<file path="src/rtl/seg7_driver.sv">
// seg7_driver: serial driver for an 8-digit 7-segment display behind a
// 64-bit shift-register chain. Each refresh request latches eight hex
// nibbles, encodes them as active-low segment bytes and shifts the 64-bit
// frame out MSB first, two clk cycles per bit (clock low, then high).
module seg7_driver (
  input  logic        clk,
  input  logic        rst,
  input  logic        seg_clk,
  input  logic [31:0] data,
  output logic        SEG_CLK,
  output logic        SEG_SOUT,
  output logic        SEG_PEN,
  output logic        SEG_CLRN
);

  typedef enum logic {IDLE, SHIFT} state_t;

  state_t      state_q, state_d;
  logic        sync1_q, sync2_q, prev_q, req_q, clrn_q;
  logic [6:0]  cnt_q, cnt_d;
  logic [6:0]  cnt_inc;
  logic [5:0]  bit_idx;
  logic [63:0] frame_q, frame_d;
  logic        sclk_q, sclk_d;
  logic        sout_q, sout_d;
  logic        pen_q, pen_d;
  logic        done_q, done_d;

  // Hex nibble to segment byte: dp off (1) above the inverted gfedcba pattern.
  function automatic logic [7:0] seg_byte(input logic [3:0] nib);
    logic [6:0] p;
    p = 7'h00;
    case (nib)
      4'h0: p = 7'h3F;
      4'h1: p = 7'h06;
      4'h2: p = 7'h5B;
      4'h3: p = 7'h4F;
      4'h4: p = 7'h66;
      4'h5: p = 7'h6D;
      4'h6: p = 7'h7D;
      4'h7: p = 7'h07;
      4'h8: p = 7'h7F;
      4'h9: p = 7'h6F;
      4'hA: p = 7'h77;
      4'hB: p = 7'h7C;
      4'hC: p = 7'h39;
      4'hD: p = 7'h5E;
      4'hE: p = 7'h79;
      4'hF: p = 7'h71;
      default: p = 7'h00;
    endcase
    return {1'b1, ~p};
  endfunction

  // Digit 7 lands in the top byte so it is shifted out first.
  function automatic logic [63:0] build_frame(input logic [31:0] d);
    logic [63:0] f;
    f = '0;
    for (int i = 0; i < 8; i++) begin
      f[8*i +: 8] = seg_byte(d[4*i +: 4]);
    end
    return f;
  endfunction

  // Synchronise seg_clk, register its rising edge as a one-cycle request, release clear.
  always_ff @(posedge clk or posedge rst) begin
    if (rst) begin
      sync1_q <= 1'b0;
      sync2_q <= 1'b0;
      prev_q  <= 1'b0;
      req_q   <= 1'b0;
      clrn_q  <= 1'b0;
    end else begin
      sync1_q <= seg_clk;
      sync2_q <= sync1_q;
      prev_q  <= sync2_q;
      req_q   <= sync2_q & ~prev_q;
      clrn_q  <= 1'b1;
    end
  end

  // Control state and registered chain outputs.
  always_ff @(posedge clk or posedge rst) begin
    if (rst) begin
      state_q <= IDLE;
      cnt_q   <= '0;
      sclk_q  <= 1'b0;
      sout_q  <= 1'b1;
      pen_q   <= 1'b0;
      done_q  <= 1'b0;
    end else begin
      state_q <= state_d;
      cnt_q   <= cnt_d;
      sclk_q  <= sclk_d;
      sout_q  <= sout_d;
      pen_q   <= pen_d;
      done_q  <= done_d;
    end
  end

  // Frame holding register; only read while shifting, so it needs no reset.
  always_ff @(posedge clk) begin
    frame_q <= frame_d;
  end

  // Next state: cnt counts half-bit cycles 0..127; odd counts raise SEG_CLK.
  always_comb begin
    state_d = state_q;
    cnt_d   = cnt_q;
    frame_d = frame_q;
    sclk_d  = 1'b0;
    sout_d  = 1'b1;
    pen_d   = done_q;
    done_d  = done_q;
    cnt_inc = cnt_q + 7'd1;
    bit_idx = ~cnt_inc[6:1];
    case (state_q)
      IDLE: begin
        if (req_q) begin
          frame_d = build_frame(data);
          state_d = SHIFT;
          cnt_d   = '0;
          sout_d  = frame_d[63];
          pen_d   = 1'b0;
        end
      end
      SHIFT: begin
        pen_d = 1'b0;
        if (cnt_q == 7'd127) begin
          state_d = IDLE;
          done_d  = 1'b1;
          pen_d   = 1'b1;
        end else begin
          cnt_d  = cnt_inc;
          sclk_d = cnt_inc[0];
          sout_d = frame_q[bit_idx];
        end
      end
      default: state_d = IDLE;
    endcase
  end

  assign SEG_CLK  = sclk_q;
  assign SEG_SOUT = sout_q;
  assign SEG_PEN  = pen_q;
  assign SEG_CLRN = clrn_q;

endmodule

</file>
<file path="config.mk">
export PLATFORM = sky130hd
export DESIGN_NAME = seg7_driver
export DESIGN_NICKNAME = d
export VERILOG_FILES = /design/src/rtl/seg7_driver.sv
export SDC_FILE = /design/constraint.sdc
export NUM_CORES = 1
export LEC_CHECK = 0
export ABC_CLOCK_PERIOD_IN_PS = 4200
export BUFFER_PORTS_ARGS = -buffer_cell sky130_fd_sc_hd__buf_2
export CAP_MARGIN = 25
export CORE_ASPECT_RATIO = 0.5
export CORE_MARGIN = 3
export CORE_UTILIZATION = 45
export DETAILED_ROUTE_END_ITERATION = 10
export PLACE_DENSITY = 0.68
export SYNTH_ARGS = -nofsm -noshare
export SYNTH_HDL_FRONTEND = slang
export SYNTH_SLANG_ARGS = --single-unit
export TNS_END_PERCENT = 50
</file>
<file path="constraint.sdc">
create_clock -name clk -period 4.2 [get_ports clk]
set_input_delay 0.21 -clock clk [delete_from_list [all_inputs] [get_ports clk]]
set_output_delay 0.21 -clock clk [all_outputs]
set_load 0.03 [all_outputs]
</file>
==> results of run 1 <==
## layout by cell type (no fill, tap or decap), drive strengths merged, types with 3 or more instances in the layout
cell type	count
a31o	4
xnor2	3
buf	40
bufinv	3
a211oi	6
edfxtp	56
o32ai	5
nand2b	9
mux2i	24
or3b	5
inv	34
ha	41
a22o	9
nor3	4
or2	3
a32o	5
o31ai	5
o21ai	18
nor2b	25
nor2	42
clkbuf	9
a31oi	11
a21oi	11
nand2	20
mux4	16
o22ai	7
dfrtp	16
clkinv	3
nand3	9
nand4	7
## flip-flops by register name, indices dropped and copies added, names as in the netlist
| signal | count |
|---|---|
| req_q | 1 |
| sync1_q | 1 |
| done_q | 1 |
| SEG_SOUT | 1 |
| SEG_CLRN | 1 |
| state_q | 1 |
| sync2_q | 1 |
| cnt_q | 7 |
| SEG_PEN | 1 |
| SEG_CLK | 1 |
| frame_q | 56 |
| prev_q | 1 |
## worst max-delay path, delay by kind of cell, from the launching register on
family	cells	cell delay (ns)
xor+xnor	1	0.62
mux	1	0.35
flops	1	0.48
fa+ha+maj	1	0.59
simple gates	3	0.58
compound gates	1	0.06
## where the power goes
part	total [mW]	switching (mW)	leakage, nW	internal (mW)
combinational	1.12	0.585	1.36	0.537
sequential	0.950	0.0996	0.721	0.850
clock	0.846	0.273	0.158	0.573
total	2.92	0.958	2.24	1.96
## routing by layer
metal,track usage,up-vias,wire (um)
met5,0,-,0
met4,0.0449,0,56
met3,0.0414,8,426
met2,0.231,83,4160
met1,0.238,1627,4820
li1,-,1699,-
## final timing paths
check	depth (start not counted)	from	endpoint	slack [ns]
worst max-delay path	7	cnt_q[0]	SEG_SOUT	1.43
worst min-delay path	2	data[2]	frame_q[2]	0.21
worst max register to register	7	cnt_q[0]	SEG_SOUT	1.43
worst min register to register	0	sync1_q	sync2_q	0.36
max in group asynchronous	3	rst	SEG_CLK	3.27
min in group asynchronous	3	rst	SEG_CLRN	0.51
## metrics by stage
step,std cells,setup slack (ns)
after floorplan,445,1.93
after global placement,599,1.50
after detailed placement,600,1.34
after CTS,618,1.34
after global routing,619,1.16
final,619,1.43
## cell families (layout without fill, tap and decap cells)
family                     after synthesis  after routing
and+or+nand+nor                        135            135
AOI/OAI and AO/OA                       92             92
DFF                                     73             73
buffers and inverters                   58             92
adders and majority gates               41             41
muxes                                   41             41
xor gates and xnor gates                 4              4
other                                    1              1
## cell type report
type | count | area [um^2] | area share
Multi-Input combinational cell | 314 | 2590 | 0.463
Sequential cell | 73 | 2110 | 0.377
Timing Repair Buffer | 42 | 258 | 0.0461
Clock buffer | 9 | 225 | 0.0403
Tap cell | 140 | 175 | 0.0313
Inverter | 34 | 128 | 0.0228
Clock inverter | 7 | 109 | 0.0195
## repair_timing
action                                 in CTS  in global routing
hold buffers                                2                  0
endpoints found under the hold margin      17                  0
buffers inserted                            0                  0
==> flow_summary.yaml, run 1 <==
yosys:
  ys.flop_type: "edfxtp_1"
  synth_top_family_by_area: "simple AND/OR/NAND/NOR gates"
  synth_largest_area_cell: "edfxtp_1"
  yosys_warnings: 0
  synthSimpleGateAreaFrac: 0.145
  synth_compound_area_frac: 0.138
  syn_area_per_cell_um2: 11.1
  yosys-top-cells-area: "edfxtp_1 (34%), ha_1 (10%), dfrtp_1 (8.1%), mux4_2 (7.3%), mux2i_1 (4.9%)"
  yosys.area_share.xor_xnor: 0.0109
  synth_cell_types: 58
  ys_seq_area_frac: 0.426
  synth_mux_area_frac: 0.124
  yosysMostFrequentCell: "edfxtp_1"
  synthTopCellsByCount: "edfxtp_1 (56), ha_1 (41), nor2_1 (41), inv_1 (34), nor2b_1 (25)"
  synth_fa_ha_area_frac: 0.104
  yosys.area.top_type_share: 0.340
  synth-async-reset-ratio: 0.233
  ys_ff_latch: 73
  synthCells: 445
  synth_enable_flop_cells: 56
  synthesis.area_um2: 4950
  synthesis.nets: 521
final_layout:
  post-route-util: 0.534
  area_growth_syn_to_layout_pct: 12.9
  n_antenna_cell: 0
  final_area_um2: 5590
  drive_gt1_frac: 0.190
  fill_cells: 918
  final_nets: 550
setup_path:
  crit_chain: "ha_1 > xor2_4 > mux2i_1 > nand4_1 > nand3b_1 > a2111oi_4 > nor4bb_1"
  critPathSlowestCell: "xor2_4"
  max_stage_delay_ns: 0.62
  cp-start-kind: "flop"
  critPathKind: "reg -> reg"
  cp_max_fo: 21
  worst_setup_path_end_kind: "flop"
  critPathArrivalTime_ns: 3.01
  crit_required_ns: 4.44
die:
  rows: 26
  pin_count: 39
  die_h_um: 80.2
  die_w_um: 154
  initial_core_util: 0.473
  dieArea_um2: 12400
  design.core.area_um2: 10500
global_routing:
  grt_start_max_net_pins: 33
  antenna_found_initial: 0
  track_usage: 0.161
  gr-total-overflow: 0
  grt_pass1_vias: 3166
  grt_pass1_wl_mm: 15.9
cts:
  cts-htree-levels: 3
  clkSinkCount: 73
  clk_pin_slew_ns: 0.05
  cts-buffers-inserted: 9
  insertion_delay_ns: 0.34
  cts_max_path_buffers: 2
  cts_resized: 0
  cts_tree: "yes"
  root_buffer: "clkbuf_16"
power_and_ir_drop:
  p_leak_nw: 2.24
  vdd_drop_max_mv: 0.280
  finalPower_mw: 2.92
  power.density_nw_per_um2: 522
sta:
  whs_ns: 0.214
  slew_viol_final: 0
  maxSlewHeadroom: 0.527
  hold_viol: 0
  finalClockSkew_ns: 0.00973
  layout_min_cycle_time_ns: 2.77
  rsz0062_at_grt: "false"
  worst_pin_slew_ns: 0.709
  finalSetupViolations: 0
  period_share: 0.658
  max_freq_mhz: 362
  setup_tns_ns: 0
place:
  port_buffers: 38
  globalplace.congestion: 0.835
  dpl_cell_area_um2: 5210
  hpwl_mm: 7.06
drt:
  routed_wl_mm: 9.47
  drtIter0Drc: 288
  num_vias: 3417
  drcViolationCount: 0
  drt-vias-per-instance: 5.52
  ant_nets: 0
  wl_per_cell_um: 15.3
  dr.pass1.iters: 4
min_path:
  min_path_type: "in -> reg"
flow_run:
  timing.max_cap.violations: 0
outcome:
  status: "finished clean"
No activity file was read; power rests on OpenSTA's default activity.
==> run 2: changes to the inputs <==
--- a/config.mk
+++ b/config.mk
@@ -5,14 +5,14 @@
 export SDC_FILE = /design/constraint.sdc
 export NUM_CORES = 1
 export LEC_CHECK = 0
-export ABC_CLOCK_PERIOD_IN_PS = 4200
+export ABC_CLOCK_PERIOD_IN_PS = 2350
 export BUFFER_PORTS_ARGS = -buffer_cell sky130_fd_sc_hd__buf_2
 export CAP_MARGIN = 25
 export CORE_ASPECT_RATIO = 0.5
 export CORE_MARGIN = 3
 export CORE_UTILIZATION = 45
 export DETAILED_ROUTE_END_ITERATION = 10
-export PLACE_DENSITY = 0.68
+export PLACE_DENSITY = 0.7
 export SYNTH_ARGS = -nofsm -noshare
 export SYNTH_HDL_FRONTEND = slang
 export SYNTH_SLANG_ARGS = --single-unit
==> constraint.sdc (replaced) <==
create_clock -name clk -period 2.35 [get_ports clk]
set_input_delay 0.1175 -clock clk [delete_from_list [all_inputs] [get_ports clk]]
set_output_delay 0.1175 -clock clk [all_outputs]
set_load 0.03 [all_outputs]
==> run 2 against run 1 <==
Net effect: combinational power is 100% higher; count of clock-buffer cells in the layout rose by 2; setup slack worse by 1.2 ns; power grew 83%; sequential power grew 74%; critical path depth grew 1; utilization up 0.82 points; non-clock buffer count rose by 12; via count increased by 0.82%; final area up 1.5%; global-route usage increased by 0.24 points; critical path type unchanged.
==> flow_summary.yaml, run 2 (synthesis gave the netlist of run 1 again) <==
global_routing:
  gr-total-overflow: 0
  grt_start_max_net_pins: 24
  track_usage: 0.163
  grt_pass1_vias: 3179
  grt_pass1_wl_mm: 15.8
  antenna_found_initial: 0
outcome:
  status: "finished clean"
power_and_ir_drop:
  p_leak_nw: 2.29
  finalPower_mw: 5.34
  power.density_nw_per_um2: 941
  vdd_drop_max_mv: 0.378
final_layout:
  largest_register: "frame_q"
  fill_cells: 899
  biggestRegsByFlops: "frame_q x56, cnt_q x7"
  drive_gt1_frac: 0.210
  final_nets: 562
  layout_commonest_cell: "edfxtp_1"
  largest_register_ffs: 56
  n_antenna_cell: 0
  final_cell_mix: "edfxtp_1 (56), nor2_1 (41), ha_1 (41)"
  area_growth_syn_to_layout_pct: 14.6
sta:
  whs_ns: 0.131
  period_share: 0.898
  fin_ws_ns: 0.241
  finalSetupViolations: 0
  hold_viol: 0
  layout_min_cycle_time_ns: 2.11
  finalClockSkew_ns: 0.00651
  max_freq_mhz: 474
  rsz0062_at_grt: "false"
  slew_viol_final: 0
  setup_tns_ns: 0
  maxSlewHeadroom: 0.557
  worst_pin_slew_ns: 0.664
die:
  die_w_um: 154
  pin_count: 39
  rows: 26
  design.core.area_um2: 10500
  initial_core_util: 0.473
  die_h_um: 80.2
  dieArea_um2: 12400
cts:
  cts-buffers-inserted: 9
  cts_tree: "yes"
  cts_resized: 0
  root_buffer: "clkbuf_16"
  insertion_delay_ns: 0.33
  cts_max_path_buffers: 2
  cts-htree-levels: 3
  clkSinkCount: 73
  clk_pin_slew_ns: 0.06
place:
  hpwl_mm: 7.11
  dp_slack_ns: 0.151
  globalplace.congestion: 0.845
  port_buffers: 38
setup_path:
  critPathKind: "reg -> reg"
  critPathSlowestCell: "o221ai_1"
  cp_max_fo: 11
  crit_chain: "ha_1 > buf_4 > a21oi_1 > nor2b_1 > o221ai_1 > a22oi_1 > nand4_1 > nor4bb_1"
  cp-start-kind: "flop"
  critPathArrivalTime_ns: 2.35
  crit_required_ns: 2.59
  max_stage_delay_ns: 0.39
  path_buf_inv: 1
  cpLargestDelayFamily: "compound AO/OA/AOI/OAI gates"
  worst_setup_path_end_kind: "flop"
drt:
  drt-vias-per-instance: 5.46
  wl_per_cell_um: 15.1
  num_vias: 3445
  ant_nets: 0
  routed_wl_mm: 9.52
  drtIter0Drc: 277
  drcViolationCount: 0
  dr.pass1.iters: 5
flow_run:
  timing.max_cap.violations: 0
min_path:
  min_path_type: "in -> reg"
[run 2: cell count changes in the layout (fill, tap and decap cells not counted), sizes merged]
cell and delta:
clkbuf +2, clkinv -1, bufinv -1, buf +12
[run 2: repair_timing]
action,4_1_cts,5_1_grt
endpoints found under the setup margin,0,1
setup buffers,0,3
endpoints found under the hold margin,17,0
hold buffers,2,0
[run 2: cell type report]
| class | count | area (um^2) | share of cell area |
|---|---|---|---|
| Multi-Input combinational cell | 314 | 2590 | 0.456 |
| Sequential cell | 73 | 2110 | 0.371 |
| Timing Repair Buffer | 54 | 365 | 0.0644 |
| Clock buffer | 11 | 233 | 0.0410 |
| Tap cell | 140 | 175 | 0.0309 |
| Inverter | 34 | 128 | 0.0225 |
| Clock inverter | 5 | 80.1 | 0.0141 |
[run 2: through the flow]
stage          std cells  utilization  cell area (um^2)
6_report             631        0.542              5680
5_1_grt              631        0.542              5680
4_1_cts              628        0.539              5640
3_5_place_dp         610        0.507              5310
3_3_place_gp         610        0.507              5310
2_1_floorplan        445            -              4950
[run 2: power by group]
part           total, mW  switching (mW)  internal (mW)
Clock               1.43           0.499          0.927
Sequential          1.65           0.125           1.52
Combinational       2.27            1.15           1.12
[run 2: final timing paths]
kind	from	endpoint	slack [ns]	depth (start not counted)
max	cnt_q[0]	SEG_SOUT	0.24	8
min	data[6]	frame_q[10]	0.13	2
max reg2reg	cnt_q[0]	SEG_SOUT	0.24	8
min reg2reg	sync1_q	sync2_q	0.35	0
max in group asynchronous	rst	cnt_q[1]	1.50	3
min in group asynchronous	rst	SEG_CLRN	0.42	3
[run 2: layer usage]
layer  track usage  vias up  wire length, um
li1              -     1732                -
met1         0.237     1648             4920
met2         0.238       56             4110
met3        0.0463        9              383
met4        0.0441        0               97
met5             0        -                0
==> run 3: changes to the inputs <==
--- a/config.mk
+++ b/config.mk
@@ -12,7 +12,9 @@
 export CORE_MARGIN = 3
 export CORE_UTILIZATION = 45
 export DETAILED_ROUTE_END_ITERATION = 10
-export PLACE_DENSITY = 0.7
+export HOLD_SLACK_MARGIN = 0.12
+export PLACE_DENSITY = 0.65
+export SKIP_LAST_GASP = 1
 export SYNTH_ARGS = -nofsm -noshare
 export SYNTH_HDL_FRONTEND = slang
 export SYNTH_SLANG_ARGS = --single-unit
==> run 3 against run 2 <==
Net effect: setup slack worse by 0.058 ns; power down 7.5%; sequential power is essentially flat; count of clock-buffer cells in the layout is 1 higher; die area is the same; critical endpoint unchanged; first-iteration DRC count fell by 4.0%.
==> flow_summary.yaml, run 3 (synthesis gave the netlist of run 1 again) <==
die:
  dieArea_um2: 12400
  die_h_um: 80.2
  initial_core_util: 0.473
  rows: 26
  die_w_um: 154
  pin_count: 39
  design.core.area_um2: 10500
cts:
  insertion_delay_ns: 0.33
  clkSinkCount: 73
  cts_resized: 0
  clk_pin_slew_ns: 0.05
  cts_max_path_buffers: 2
  cts-buffers-inserted: 9
  cts-htree-levels: 3
  cts_tree: "yes"
  post_cts_buffers: 0
  hold_buffers: 2
  root_buffer: "clkbuf_16"
sta:
  maxSlewHeadroom: 0.539
  rsz0062_at_grt: "false"
  fin_ws_ns: 0.183
  slew_viol_final: 0
  setup_tns_ns: 0
  max_freq_mhz: 462
  layout_min_cycle_time_ns: 2.17
  whs_ns: 0.147
  worst_pin_slew_ns: 0.691
  hold_viol: 0
  finalSetupViolations: 0
  period_share: 0.922
  finalClockSkew_ns: 0.00393
setup_path:
  crit_chain: "ha_1 > buf_4 > a21oi_1 > nor2b_1 > o221ai_1 > a22oi_1 > nand4_1 > nor4bb_1"
  worst_setup_path_end_kind: "flop"
  cpLargestDelayFamily: "compound AO/OA/AOI/OAI gates"
  path_buf_inv: 1
  max_stage_delay_ns: 0.43
  crit_required_ns: 2.59
  critPathArrivalTime_ns: 2.40
  critPathKind: "reg -> reg"
  reg2reg_from: "cnt_q[0]"
  critPathSlowestCell: "o221ai_1"
  cp_max_fo: 11
  cp-start-kind: "flop"
  startpoint: "cnt_q[0]"
place:
  hpwl_mm: 7.07
  globalplace.congestion: 0.789
  dp_cells: 610
  dp_slack_ns: 0.210
  port_buffers: 38
drt:
  drcViolationCount: 0
  drtIter0Drc: 266
  routed_wl_mm: 9.34
  wl_per_cell_um: 14.9
  drt-vias-per-instance: 5.48
  dr.pass1.iters: 4
  num_vias: 3432
  ant_nets: 0
global_routing:
  track_usage: 0.160
  grt_start_max_net_pins: 36
  antenna_found_initial: 0
  grt_pass1_wl_mm: 15.6
  gr-total-overflow: 0
  grt_pass1_vias: 3111
final_layout:
  area_growth_syn_to_layout_pct: 12.3
  biggestRegsByFlops: "frame_q x56, cnt_q x7"
  fill_cells: 929
  n_antenna_cell: 0
  final_nets: 559
  layout_commonest_cell: "edfxtp_1"
  final_cell_mix: "edfxtp_1 (56), nor2_1 (41), ha_1 (41)"
  largest_register_ffs: 56
  largest_register: "frame_q"
  instances_no_fill: 626
  drive_gt1_frac: 0.198
power_and_ir_drop:
  finalPower_mw: 4.94
  p_leak_nw: 2.24
  vdd_drop_max_mv: 0.483
  power.density_nw_per_um2: 888
min_path:
  min_path_type: "in -> reg"
  hp-start: "data[2]"
outcome:
  status: "finished clean"
flow_run:
  timing.max_cap.violations: 0
run 3: power by group:
part | internal (mW) | switching (mW) | total [mW]
sequential | 1.52 | 0.126 | 1.65
combinational | 1.03 | 1.12 | 2.15
clock | 0.695 | 0.452 | 1.15
total | 3.24 | 1.70 | 4.94
run 3: stage by stage:
step,cell area (um^2),utilization
6_report,5560,0.531
5_1_grt,5560,0.531
4_1_cts,5560,0.531
3_5_place_dp,5300,0.506
3_3_place_gp,5300,0.506
2_1_floorplan,4950,-
run 3: worst paths after layout:
check | to | slack (ns) | depth (start not counted)
max in group asynchronous | cnt_q[6] | 1.47 | 3
hold / removal | frame_q[2] | 0.15 | 2
hold reg to reg | sync2_q | 0.35 | 0
min in group asynchronous | SEG_CLRN | 0.44 | 3
setup / recovery | SEG_SOUT | 0.18 | 8
setup reg to reg | SEG_SOUT | 0.18 | 8
run 3: cell type report:
cell class              count  area [um^2]  share of cell area
multi-input cells         314         2590               0.465
clock inverters             2         7.51             0.00135
repair buffers             51          318              0.0572
well taps                 140          175              0.0315
inverters                  34          128              0.0230
clock buffers              12          236              0.0425
flip-flops and latches     73         2110               0.379
run 3: metal layers:
layer,wire [um],part of all wire,track usage
met4,69,0.0074,0.0379
met5,0,0,0
met2,3960,0.42,0.230
met3,500,0.054,0.0457
met1,4810,0.52,0.237
run 3: worst reg2reg max path, stage by stage (launching register included):
cell and delay (ns):
dfrtp_1 0.37, ha_1 0.26, buf_4 0.20, a21oi_1 0.13
nor2b_1 0.08, o221ai_1 0.43, a22oi_1 0.19, nand4_1 0.14
nor4bb_1 0.27
